File: config.mk
export PLATFORM = sky130hd
export DESIGN_NAME = fir_sample_capture_flat
export DESIGN_NICKNAME = d
export VERILOG_FILES = /design/src/rtl/fir_sample_capture_pkg.sv /design/src/rtl/fir_sample_capture_if.sv /design/src/rtl/fir_capture_ram.sv /design/src/rtl/fir_sample_capture.sv /design/src/flat_wrapper.sv
export SDC_FILE = /design/constraint.sdc
export NUM_CORES = 1
export LEC_CHECK = 0
export CORE_MARGIN = 4
export CORE_UTILIZATION = 50
export DETAILED_ROUTE_END_ITERATION = 8
export PLACE_DENSITY = 0.67
export SKIP_CTS_REPAIR_TIMING = 1
export SLEW_MARGIN = 30
export SYNTH_ARGS = -nofsm -noshare
export SYNTH_HDL_FRONTEND = slang
export SYNTH_SLANG_ARGS = --single-unit
File: constraint.sdc
create_clock -name clk -period 2.8 [get_ports clk]
set_input_delay 0.56 -clock clk [delete_from_list [all_inputs] [get_ports clk]]
set_output_delay 0.56 -clock clk [all_outputs]
set_load 0.01 [all_outputs]
File: src/rtl/fir_sample_capture_pkg.sv
`default_nettype none
// ============================================================================
// Module      : fir_sample_capture_pkg
// Description : Shared definitions for the FIR sample capture block: default
//               sample width, buffer depth, address width and the capture FSM
//               state encoding.
// Revision    : 1.0 - initial release
// ============================================================================
package fir_sample_capture_pkg;

  localparam int N_DEF     = 16;  // sample width, matches fir_filter data width
  localparam int DEPTH_DEF = 32;  // capture buffer entries (power of two)
  localparam int AW_DEF    = 5;   // log2(DEPTH_DEF)

  typedef enum logic [1:0] {
    ST_IDLE    = 2'd0,
    ST_CAPTURE = 2'd1,
    ST_DONE    = 2'd2
  } cap_state_t;

endpackage : fir_sample_capture_pkg
`default_nettype wire

File: src/rtl/fir_sample_capture_if.sv
`default_nettype none
// ============================================================================
// Module      : fir_sample_capture_if
// Description : Stream/readback bundle between a sample producer (master) and
//               the capture block (slave).
//   sample_in    master->slave  N     signed filter output sample
//   sample_valid master->slave  1     sample_in valid this cycle
//   arm          master->slave  1     start-capture request
//   rd_addr      master->slave  AW    readback address
//   rd_data      slave->master  N     mem[rd_addr], 1-cycle latency
//   wr_addr      slave->master  AW    next write slot
//   busy / done  slave->master  1     capture in progress / capture complete
//   peak_max/min slave->master  N     signed extremes of current/last capture
//   zc_count     slave->master  AW+1  sign changes within the capture
// Revision    : 1.0 - initial release
// ============================================================================
interface fir_sample_capture_if #(
  parameter int N  = fir_sample_capture_pkg::N_DEF,
  parameter int AW = fir_sample_capture_pkg::AW_DEF
);

  logic [N-1:0]  sample_in;
  logic          sample_valid;
  logic          arm;
  logic [AW-1:0] rd_addr;
  logic [N-1:0]  rd_data;
  logic [AW-1:0] wr_addr;
  logic          busy;
  logic          done;
  logic [N-1:0]  peak_max;
  logic [N-1:0]  peak_min;
  logic [AW:0]   zc_count;

  modport master (
    output sample_in, sample_valid, arm, rd_addr,
    input  rd_data, wr_addr, busy, done, peak_max, peak_min, zc_count
  );

  modport slave (
    input  sample_in, sample_valid, arm, rd_addr,
    output rd_data, wr_addr, busy, done, peak_max, peak_min, zc_count
  );

endinterface : fir_sample_capture_if
`default_nettype wire

File: src/rtl/fir_capture_ram.sv
`default_nettype none
// ============================================================================
// Module      : fir_capture_ram
// Description : DEPTH x N capture buffer. One synchronous write port and one
//               registered read port; a read of the address being written in
//               the same cycle returns the old contents. Storage is never
//               reset, only the read data register is.
//   clk       in   1    rising-edge clock
//   reset     in   1    synchronous active-low reset (read register only)
//   we_i      in   1    write enable
//   waddr_i   in   AW   write address
//   wdata_i   in   N    write data
//   raddr_i   in   AW   read address
//   rdata_o   out  N    registered read data
// Revision    : 1.0 - initial release
// ============================================================================
module fir_capture_ram #(
  parameter int N     = 16,
  parameter int DEPTH = 32,
  parameter int AW    = 5
) (
  input  wire logic          clk,
  input  wire logic          reset,
  input  wire logic          we_i,
  input  wire logic [AW-1:0] waddr_i,
  input  wire logic [N-1:0]  wdata_i,
  input  wire logic [AW-1:0] raddr_i,
  output logic      [N-1:0]  rdata_o
);

  logic [N-1:0] mem_q [DEPTH];
  logic [N-1:0] rdata_q;

  // Storage kept out of any reset so it maps onto block RAM.
  always_ff @(posedge clk) begin
    if (we_i) begin
      mem_q[waddr_i] <= wdata_i;
    end
  end

  always_ff @(posedge clk) begin
    if (!reset) begin
      rdata_q <= '0;
    end else begin
      rdata_q <= mem_q[raddr_i];
    end
  end

  assign rdata_o = rdata_q;

endmodule : fir_capture_ram
`default_nettype wire

File: src/rtl/fir_sample_capture.sv
`default_nettype none
// ============================================================================
// Module      : fir_sample_capture
// Description : Sink end of the FIR sample stream. After an arm pulse it
//               stores DEPTH consecutive valid samples, tracks the signed
//               peak max/min and then holds the results for readback.
//   clk    in     1   rising-edge clock
//   reset  in     1   synchronous active-low reset
//   bus    slave      fir_sample_capture_if (stream in, status and readback out)
// Configuration macro:
//   FIR_CAPTURE_ZC_EN - when defined, zc_count counts sign changes between
//                       consecutive captured samples; otherwise it reads 0.
// Revision    : 1.0 - initial release
// ============================================================================
module fir_sample_capture
  import fir_sample_capture_pkg::*;
#(
  parameter int N     = N_DEF,
  parameter int DEPTH = DEPTH_DEF,
  parameter int AW    = AW_DEF
) (
  input wire logic          clk,
  input wire logic          reset,
  fir_sample_capture_if.slave bus
);

  cap_state_t            state_q;
  logic [AW-1:0]         wr_addr_q;
  logic signed [N-1:0]   peak_max_q;
  logic signed [N-1:0]   peak_min_q;
  logic                  first_q;     // next captured sample is the first of its capture
  logic                  busy_q;
  logic                  done_q;

  logic                  w_we;
  logic                  w_last;
  logic signed [N-1:0]   w_sample;

`ifdef FIR_CAPTURE_ZC_EN
  logic [AW:0]           zc_q;
  logic                  prev_neg_q;  // sign bit of the previously captured sample
`endif

  assign w_sample = $signed(bus.sample_in);
  assign w_we     = (state_q == ST_CAPTURE) && bus.sample_valid;
  assign w_last   = (wr_addr_q == AW'(DEPTH - 1));

  always_ff @(posedge clk) begin
    if (!reset) begin
      state_q    <= ST_IDLE;
      wr_addr_q  <= '0;
      peak_max_q <= '0;
      peak_min_q <= '0;
      first_q    <= 1'b1;
      busy_q     <= 1'b0;
      done_q     <= 1'b0;
`ifdef FIR_CAPTURE_ZC_EN
      zc_q       <= '0;
      prev_neg_q <= 1'b0;
`endif
    end else begin
      case (state_q)
        ST_CAPTURE: begin
          // arm is deliberately ignored here; only valid samples advance.
          if (bus.sample_valid) begin
            wr_addr_q <= wr_addr_q + 1'b1;  // wraps DEPTH-1 -> 0 naturally
            first_q   <= 1'b0;
            if (first_q) begin
              peak_max_q <= w_sample;
              peak_min_q <= w_sample;
            end else begin
              if (w_sample > peak_max_q) peak_max_q <= w_sample;
              if (w_sample < peak_min_q) peak_min_q <= w_sample;
            end
`ifdef FIR_CAPTURE_ZC_EN
            // Zero has a clear sign bit, so it counts as positive.
            prev_neg_q <= w_sample[N-1];
            if (!first_q && (w_sample[N-1] != prev_neg_q)) begin
              zc_q <= zc_q + 1'b1;
            end
`endif
            if (w_last) begin
              state_q <= ST_DONE;
              busy_q  <= 1'b0;
              done_q  <= 1'b1;
            end
          end
        end
        default: begin
          // IDLE, DONE (and the unused encoding) wait for arm. Peaks are
          // held until the first sample of the new capture re-seeds them.
          if (bus.arm) begin
            state_q   <= ST_CAPTURE;
            wr_addr_q <= '0;
            first_q   <= 1'b1;
            busy_q    <= 1'b1;
            done_q    <= 1'b0;
`ifdef FIR_CAPTURE_ZC_EN
            zc_q      <= '0;
`endif
          end
        end
      endcase
    end
  end

  fir_capture_ram #(
    .N     (N),
    .DEPTH (DEPTH),
    .AW    (AW)
  ) u_ram (
    .clk     (clk),
    .reset   (reset),
    .we_i    (w_we),
    .waddr_i (wr_addr_q),
    .wdata_i (bus.sample_in),
    .raddr_i (bus.rd_addr),
    .rdata_o (bus.rd_data)
  );

  assign bus.wr_addr  = wr_addr_q;
  assign bus.busy     = busy_q;
  assign bus.done     = done_q;
  assign bus.peak_max = peak_max_q;
  assign bus.peak_min = peak_min_q;
`ifdef FIR_CAPTURE_ZC_EN
  assign bus.zc_count = zc_q;
`else
  assign bus.zc_count = '0;
`endif

endmodule : fir_sample_capture
`default_nettype wire

File: src/flat_wrapper.sv
// flat-port wrapper written by rule: the top's interface ports become plain ports
module fir_sample_capture_flat import fir_sample_capture_pkg::*;
#(
  parameter int N     = N_DEF,
  parameter int DEPTH = DEPTH_DEF,
  parameter int AW    = AW_DEF
)
  (clk, reset, bus_sample_in, bus_sample_valid, bus_arm, bus_rd_addr, bus_rd_data, bus_wr_addr, bus_busy, bus_done, bus_peak_max, bus_peak_min, bus_zc_count);
  fir_sample_capture_if #(.N(N), .AW(AW)) bus_i ();
  input wire logic clk;
  input wire logic reset;
  input wire logic [$bits(bus_i.sample_in)-1:0] bus_sample_in;
  input wire logic [$bits(bus_i.sample_valid)-1:0] bus_sample_valid;
  input wire logic [$bits(bus_i.arm)-1:0] bus_arm;
  input wire logic [$bits(bus_i.rd_addr)-1:0] bus_rd_addr;
  output wire logic [$bits(bus_i.rd_data)-1:0] bus_rd_data;
  output wire logic [$bits(bus_i.wr_addr)-1:0] bus_wr_addr;
  output wire logic [$bits(bus_i.busy)-1:0] bus_busy;
  output wire logic [$bits(bus_i.done)-1:0] bus_done;
  output wire logic [$bits(bus_i.peak_max)-1:0] bus_peak_max;
  output wire logic [$bits(bus_i.peak_min)-1:0] bus_peak_min;
  output wire logic [$bits(bus_i.zc_count)-1:0] bus_zc_count;
  assign bus_i.sample_in = bus_sample_in;
  assign bus_i.sample_valid = bus_sample_valid;
  assign bus_i.arm = bus_arm;
  assign bus_i.rd_addr = bus_rd_addr;
  assign bus_rd_data = bus_i.rd_data;
  assign bus_wr_addr = bus_i.wr_addr;
  assign bus_busy = bus_i.busy;
  assign bus_done = bus_i.done;
  assign bus_peak_max = bus_i.peak_max;
  assign bus_peak_min = bus_i.peak_min;
  assign bus_zc_count = bus_i.zc_count;
  fir_sample_capture #(.N(N), .DEPTH(DEPTH), .AW(AW)) u_core (.clk(clk), .reset(reset), .bus(bus_i));
endmodule
# Yosys cells after proc, flatten, opt, wreduce, memory -nomap -nowiden
# Memories as Yosys holds them, arrays and structs flattened. A register that Yosys moved wholly into a read port is not among the register bits.
# Cells that the tools add are included.
[op_classes] n_addsub=1 order_cmp=2 n_eq_ne=4 mux=23 n_reduce_logical=9
[op_table] operator="16-bit 2-to-1 mux" count=4
[op_table] operator="16-bit > comparator" count=1
[op_table] operator="16-bit less-than comparator" count=1
[op_table] operator="5-bit 2-to-1 mux" count=3
[op_table] operator="1-bit 2-to-1 mux" count=12
[op_table] operator="3-bit AND reduction" count=3
[op_table] operator="2-bit 2-to-1 mux" count=4
[op_table] operator="2-bit nonzero test" count=3
[op_table] operator="5-bit by 1-bit adder with 5-bit output, second input constant" count=1
[op_table] operator="5-bit equality test, second input constant" count=1
[op_table] operator="2-bit by 1-bit equality test with 1-bit output, second input constant" count=1
[op_table] operator="2-bit by 1-bit inequality test with 1-bit output, second input constant" count=1
[op_table] operator="2-bit inequality test, second input constant" count=1
[op_table] operator="2-bit AND reduction" count=1
[op_table] operator="1-bit logical AND" count=1
[op_table] operator="1-bit logical NOT" count=1
[totals] regBits=42 ram_bits=512 input_bits=25 memories=1
[memory_table] memory="u_core.u_ram.mem_q" depth=32 word_bits=16 rd=1 rd_clocked_by_memory_dff=1 write_ports=1 line_no="fir_capture_ram.sv:31" source="logic [N-1:0] mem_q [DEPTH];"

# Depth between registers and ports, before layout
# Gate-level depths: netlist (run 1).
[logic_depth] ltp_word=4 ltp_mapped=10 ltp_nobuf=8

# Cells and area by module
# Synthesis (run 1) repeated with hierarchy kept, for this count alone.
[hier_totals] hier_cells=1173 area_unflattened_um2=22457.8
[by_module_without_submodules] module="fir_capture_ram" n_inst=1 cells_per_inst=893 area_each_um2=20016.7 seq_area_each_um2=15695.1
[by_module_without_submodules] module="fir_sample_capture" n_inst=1 cells_per_inst=280 area_each_um2=2441.1 seq_area_each_um2=800.8

# Worst setup path before layout (run 1)
# No wires, ideal clock.
[synth_path] kind="input port to flip-flop" from="in bus_sample_in[7]" to="reg u_core.peak_max_q[10], in the netlist u_core.bus.peak_max[10]" t_arrival_ns=2.339 setup_slack_ns=0.343 stages=9 n_path_buf=2 cell_sequence="ha_1 a41oi_2 o21ai_1 a2111o_1 o31a_1 o31a_1 buf_6 buf_12 mux2i_1"
[synth_via] elab_chain_cells=3
[synth_rtl] item="start: declaration" line_no="flat_wrapper.sv:12" source="input wire logic [$bits(bus_i.sample_in)-1:0] bus_sample_in;"
[synth_rtl] item="16-bit > comparator" line_no="fir_sample_capture.sv:72" source="if (w_sample > peak_max_q) peak_max_q <= w_sample;"
[synth_rtl] item="2-bit nonzero test (no line)"
[synth_rtl] item="3-bit AND reduction (no line)"
[synth_rtl] item="end signal: assignment" line_no="fir_sample_capture.sv:69" source="peak_max_q <= w_sample;"
[synth_rtl] item="end signal: assignment" line_no="fir_sample_capture.sv:72"
[synth_rtl] item="end: declaration" line_no="fir_sample_capture.sv:29" source="logic signed [N-1:0] peak_max_q;"
# Every way passes these cells.
# A chain may end at the register's enable or synchronous reset.

# Worst setup path in the final report (run 1)
[layout_path] from="in bus_sample_in[7]" to="reg u_core.peak_max_q[5], in the netlist u_core.bus.peak_max[5]"
# The elaborated chain is that of the path after synthesis.

==> results.txt, run 1 <==
status: completed
most common cell after layout, fill and taps aside: edfxtp_1
fmax: 375.3 MHz
FFs w/ async S/R, synth: 0%
FF-to-FF Start: u_core.bus.peak_max[7]$_SDFFE_PN0P_
Slew @ Worst Pin: 557.0 ps
first-pass GRT wire length: 72640 um
DR WL/cell: 25.36 um
Required @ worst endpoint: 3260 ps
Gate Count Post-Synth: 1091
TNS Setup: 0 ps
synthesized area: 0.02244 sq mm
drt first pass iters: 5
Reg clk slew, reported paths: 60 ps
# nets final: 1330
Tot GR Track Use: 20.52%
Synth Register Bits: 568
cell row count: 77
largest net degree at the start of global routing: 42
Die Y: 219.9 um
hold path depth: 2
crit path kind: primary input to flop
Synthesis Warnings: 0
layout cells sized above 1: 27.67%
P&R area growth vs syn: 17.40%
Rel. slew slack: 62.78%
largest vdd supply drop: 0.4521 mV
Clock Latency Late Sink: 590 ps
Root Buffer: clkbuf_16
CTS H-tree lvls: 2
commonest non-fill, non-tap cells in the layout: edfxtp_1 (512), mux4_2 (160), clkdlybuf4s50_1 (74)
# IOs: 86
register area: 0.01650 sq mm
pwr dens: 647.2 mW/mm^2
Chip Width: 219.9 um
Arr. time, crit path: 3120 ps
worst hold slack: 478.1 ps
initial antenna violation count: 0
Syn Area/Cell: 20.57 sq um
Worst R2R End: u_core.bus.peak_max[5]$_SDFFE_PN0P_
Sinks on Clock Net: 568
min-delay src: u_core.bus.peak_min[3]$_SDFFE_PN0P_
RD Place Congestion: 0.7802
Initial Util: 50.64%
total number of vias: 10863
sequential fraction of the synthesis area: 73.51%
cell area after layout: 0.02635 sq mm
DR vias/cell: 5.705
die area: 0.04833 sq mm
HP Class: flop to flop
Post-synth EDFFs: 512
period utilization: 95.16%
Core ar.: 0.04432 sq mm
Hold Path Sink: u_core.bus.peak_min[3]$_SDFFE_PN0P_
R2R Setup Slk: 230 ps
IO buf count: 79
top post-synthesis cells by area: edfxtp_1 (69%), mux4_2 (16%), dfxtp_1 (5.0%), mux2i_1 (2.1%), ha_1 (2.0%)
CTS Buffer Depth: 3
Final setup viols: 0
Min Clock Period, post-route: 2665 ps
Synth cell types: 47
Hold Fails Final Rpt: 0
total global routing overflow: 0
CP Capture Type: flop
leakage power: 8.583 nW
number of global-route vias before repair: 11273
CP Launch Type: primary input
ANT nets after route: 0
Placement Cell Area: 0.02476 sq mm
max-cap viol count: 0
worst reg-to-reg path cell count: 10
DRC: 0
CTS tree: yes
max-slew violations: 0
area of the multi-input gates: 0.005592 sq mm
Post-synth top flop: edfxtp_1
Final HPWL DP: 30920 um
Fillers: 3244
Iteration-0 DRC Markers: 1087
final wirelength: 48280 um
Inserted Clock Buffers: 55
n_diodes: 0
fraction of synthesized cell area taken by the top area cell type: 68.51%
RSZ-0062 raised after global routing: no
largest area contributor in the netlist: edfxtp_1
worst-path fanout max: 4
Worst Clk Skew: 20.57 ps
-- per-layer routing --
layer / GRT usage [%] / wire length, um / vias to the layer above
met1: 29.75 / 20830 / 5708
met4: 4.752 / 774 / 0
li1: - / - / 4765
met2: 32.75 / 23600 / 336
met5: 0 / 0 / -
met3: 4.137 / 3073 / 54
-- area by class of cell --
class                           instances  share of cell area [%]
Tap cell                              592                   2.812
Inverter                               36                  0.5129
Sequential cell                       568                   62.61
Multi-Input combinational cell        435                   21.22
Clock buffer                           86                   5.666
Timing Repair Buffer                  173                   6.815
Clock inverter                         14                  0.3562
-- per-stage QoR --
step	util (%)	setup WS [ps]	power [mW]	instances
after floorplan	-	342.9	10.08	1096
after global placement	55.87	-407.8	10.57	1804
after detailed placement	55.87	-431.4	10.59	1804
after CTS	59.45	181.1	17.21	1904
after global routing	59.45	74.56	17.68	1904
final	59.45	135.4	17.05	1904
-- critical path: stages --
cell and delay [ps]:
clkdlybuf4s50_1 580, ha_1 420, buf_4 120, nand4_1 150
nor4_1 320, a21boi_1 260, nor3_1 70, o31a_1 330
buf_4 180, mux2i_1 120
-- sequential cells by signal, summed over array words and instances (netlist names) --
name,count
u_core.bus.peak_max,16
u_core.first_q,1
u_core.bus.peak_min,16
u_core.bus.wr_addr,5
u_core.u_ram.mem_q,512
u_core.u_ram.rdata_o,16
u_core.state_q,2
-- power by group --
part	total (mW)	internal (mW)	switching, mW
logic	1.07	0.507	0.563
clock network	6.65	3.73	2.92
registers	9.33	9.29	0.0383
total	17.0	13.5	3.52
-- kinds of logic after synthesis --
kind of cell	Yosys count	share of synthesized area, %
muxes	208	18.20
and+or+nand+nor	148	3.106
DFF	568	73.51
xor gates and xnor gates	2	0.07807
AOI/OAI and AO/OA	35	1.071
adders and majority gates	36	2.007
other	1	0.01671
buffers and inverters	93	2.013
-- how the worst max path moves through the flow --
stage / start / end / slack (ps) / cells past startpoint
finish: bus_sample_in[7] / u_core.bus.peak_max[5]$_SDFFE_PN0P_ / 140 / 10
global route: bus_sample_in[7] / u_core.bus.peak_max[1]$_SDFFE_PN0P_ / 70 / 10
CTS: bus_sample_in[7] / u_core.bus.peak_max[5]$_SDFFE_PN0P_ / 180 / 10
detailed placement: bus_sample_in[7] / u_core.bus.peak_max[5]$_SDFFE_PN0P_ / -430 / 10
global placement: bus_sample_in[7] / u_core.bus.peak_max[3]$_SDFFE_PN0P_ / -410 / 9
floorplan: bus_sample_in[7] / u_core.bus.peak_max[10]$_SDFFE_PN0P_ / 340 / 9
-- synthesized netlist by cell type (2+ instances only) --
| library cell | n |
|---|---|
| inv_1 | 36 |
| a21oi_1 | 13 |
| a21o_1 | 4 |
| nand3b_1 | 4 |
| nand4_1 | 6 |
| or3b_2 | 2 |
| clkbuf_8 | 3 |
| a21o_2 | 2 |
| o31a_1 | 2 |
| buf_1 | 2 |
| nor2b_1 | 23 |
| o21ai_0 | 4 |
| ha_1 | 36 |
| nand3_1 | 2 |
| buf_2 | 14 |
| mux2i_1 | 48 |
| a22oi_1 | 2 |
| dfxtp_1 | 56 |
| buf_4 | 7 |
| nand2_1 | 59 |
| xor2_1 | 2 |
| clkbuf_1 | 28 |
| nor2_1 | 40 |
| mux4_2 | 160 |
| nor3_1 | 3 |
| edfxtp_1 | 512 |
Note: power is estimated with default switching activity, not from simulation.
==> inputs of run 2 (changes only) <==
--- a/config.mk
+++ b/config.mk
@@ -8,7 +8,7 @@
 export CORE_MARGIN = 4
 export CORE_UTILIZATION = 50
 export DETAILED_ROUTE_END_ITERATION = 8
-export PLACE_DENSITY = 0.67
+export PLACE_DENSITY = 0.7
 export SKIP_CTS_REPAIR_TIMING = 1
 export SLEW_MARGIN = 30
 export SYNTH_ARGS = -nofsm -noshare
==> constraint.sdc (replaced) <==
create_clock -name clk -period 2.45 [get_ports clk]
set_input_delay 0.49 -clock clk [delete_from_list [all_inputs] [get_ports clk]]
set_output_delay 0.49 -clock clk [all_outputs]
set_load 0.01 [all_outputs]
==> results.txt, run 2 (same netlist as run 1, synthesis figures left out) <==
final setup margin: 53.93 ps
Arr. time, crit path: 2920 ps
placed insts: 1837
Required @ worst endpoint: 2970 ps
number of global-route vias before repair: 11739
cell area after layout: 0.02699 sq mm
CP Launch Type: primary input
layout cells sized above 1: 30.39%
CTS tree: yes
Iteration-0 DRC Markers: 1293
drt first pass iters: 5
initial antenna violation count: 1
period utilization: 97.80%
commonest non-fill, non-tap cells in the layout: edfxtp_1 (512), mux4_2 (160), buf_4 (88)
status: completed
die area: 0.04833 sq mm
crit path kind: primary input to flop
total number of vias: 11273
Placement Cell Area: 0.02511 sq mm
most numerous cell on the critical path: o31a_1
Worst Clk Skew: 15.29 ps
Cell Count, Final, Fillers Out: 1943
pwr dens: 744.4 mW/mm^2
max-cap viol count: 0
largest vdd supply drop: 0.4809 mV
Sinks on Clock Net: 568
DRC: 0
Tot GR Track Use: 22.41%
Inserted Clock Buffers: 55
cell row count: 77
largest net degree at the start of global routing: 41
# nets final: 1365
Slew @ Worst Pin: 607.0 ps
Largest Register: u_core.u_ram.mem_q
# IOs: 86
pre-CTS WS: -557.8 ps
most common cell after layout, fill and taps aside: edfxtp_1
ANT nets after route: 0
TNS Setup: 0 ps
Crit path max-delay family: buffers and inverters
Die Y: 219.9 um
Root Buffer: clkbuf_16
IO buf count: 79
CP max stage cell: clkdlybuf4s50_1
worst-path fanout max: 8
Crit path largest cell delay: 440 ps
DR WL/cell: 27.27 um
worst hold slack: 428.6 ps
HP Class: primary input to flop
Chip Width: 219.9 um
Critical Path, Cell by Cell: clkdlybuf4s50_1 > buf_6 > ha_4 > nand4_4 > nor4_2 > a21boi_2 > o31a_1 > o31a_1 > clkbuf_16 > mux2i_1
final wirelength: 52980 um
fmax: 417.4 MHz
P&R area growth vs syn: 20.28%
Final setup viols: 0
Layout Utilization: 60.91%
max reg flops: 512
total power: 20.09 mW
DR vias/cell: 5.802
Reg clk slew, reported paths: 60 ps
Final HPWL DP: 33270 um
leakage power: 8.953 nW
max-slew violations: 0
Rel. slew slack: 59.54%
total global routing overflow: 0
CP bufs+invs: 3
CTS Buffer Depth: 3
Core ar.: 0.04432 sq mm
RD Place Congestion: 0.8974
CP Capture Type: flop
Hold Fails Final Rpt: 0
first-pass GRT wire length: 77800 um
CTS H-tree lvls: 2
Clock Latency Late Sink: 600 ps
Min Clock Period, post-route: 2396 ps
Initial Util: 50.64%
## run 2: changes by cell type in the layout (fill, tap and decap cells not counted), sizes merged
cell / previous run / this run
inv: 37 / 36
clkbuf: 87 / 67
clkdlybuf4s50: 74 / 70
clkinv: 11 / 31
buf: 98 / 132
dlymetal6s2s: 0 / 4
clkinvlp: 1 / 2
diode: 0 / 2
bufinv: 1 / 4
## run 2: final timing paths
kind	startpoint	endpoint	slack, ps	cells past startpoint
max reg2reg	u_core.bus.peak_max[14]$_SDFFE_PN0P_	u_core.bus.peak_max[5]$_SDFFE_PN0P_	50	9
max	bus_sample_in[15]	u_core.bus.peak_max[5]$_SDFFE_PN0P_	50	10
min reg2reg	u_core.bus.peak_max[9]$_SDFFE_PN0P_	u_core.bus.peak_max[9]$_SDFFE_PN0P_	470	2
min	reset	u_core.bus.peak_max[11]$_SDFFE_PN0P_	430	3
## run 2: worst min-delay path, cell delays in order
cell and delay, ps:
buf_2 300, nand2_1 140, mux2i_1 50
## run 2: final cells by class
cell class / instances / area, sq um
inverter: 36 / 135.1
fill: 3133 / 17330
clock buffer: 65 / 1456
tap: 592 / 740.7
multi-input combinational: 435 / 5634
antenna: 2 / 5.005
clock inverter: 37 / 265.3
sequential: 568 / 16500
timing repair buffer: 208 / 2251
## run 2: report_power, final
| group | switching [mW] | internal [mW] |
|---|---|---|
| registers | 0.0414 | 10.6 |
| clock network | 3.45 | 4.63 |
| logic | 0.706 | 0.651 |
## run 2: layer usage
layer | track usage, % | vias up | part of all wire, %
met5 | 0 | - | 0
met4 | 4.940 | 0 | 1.9
met3 | 5.530 | 63 | 8.6
met2 | 36.27 | 495 | 50
met1 | 31.46 | 5869 | 40
li1 | - | 4846 | -
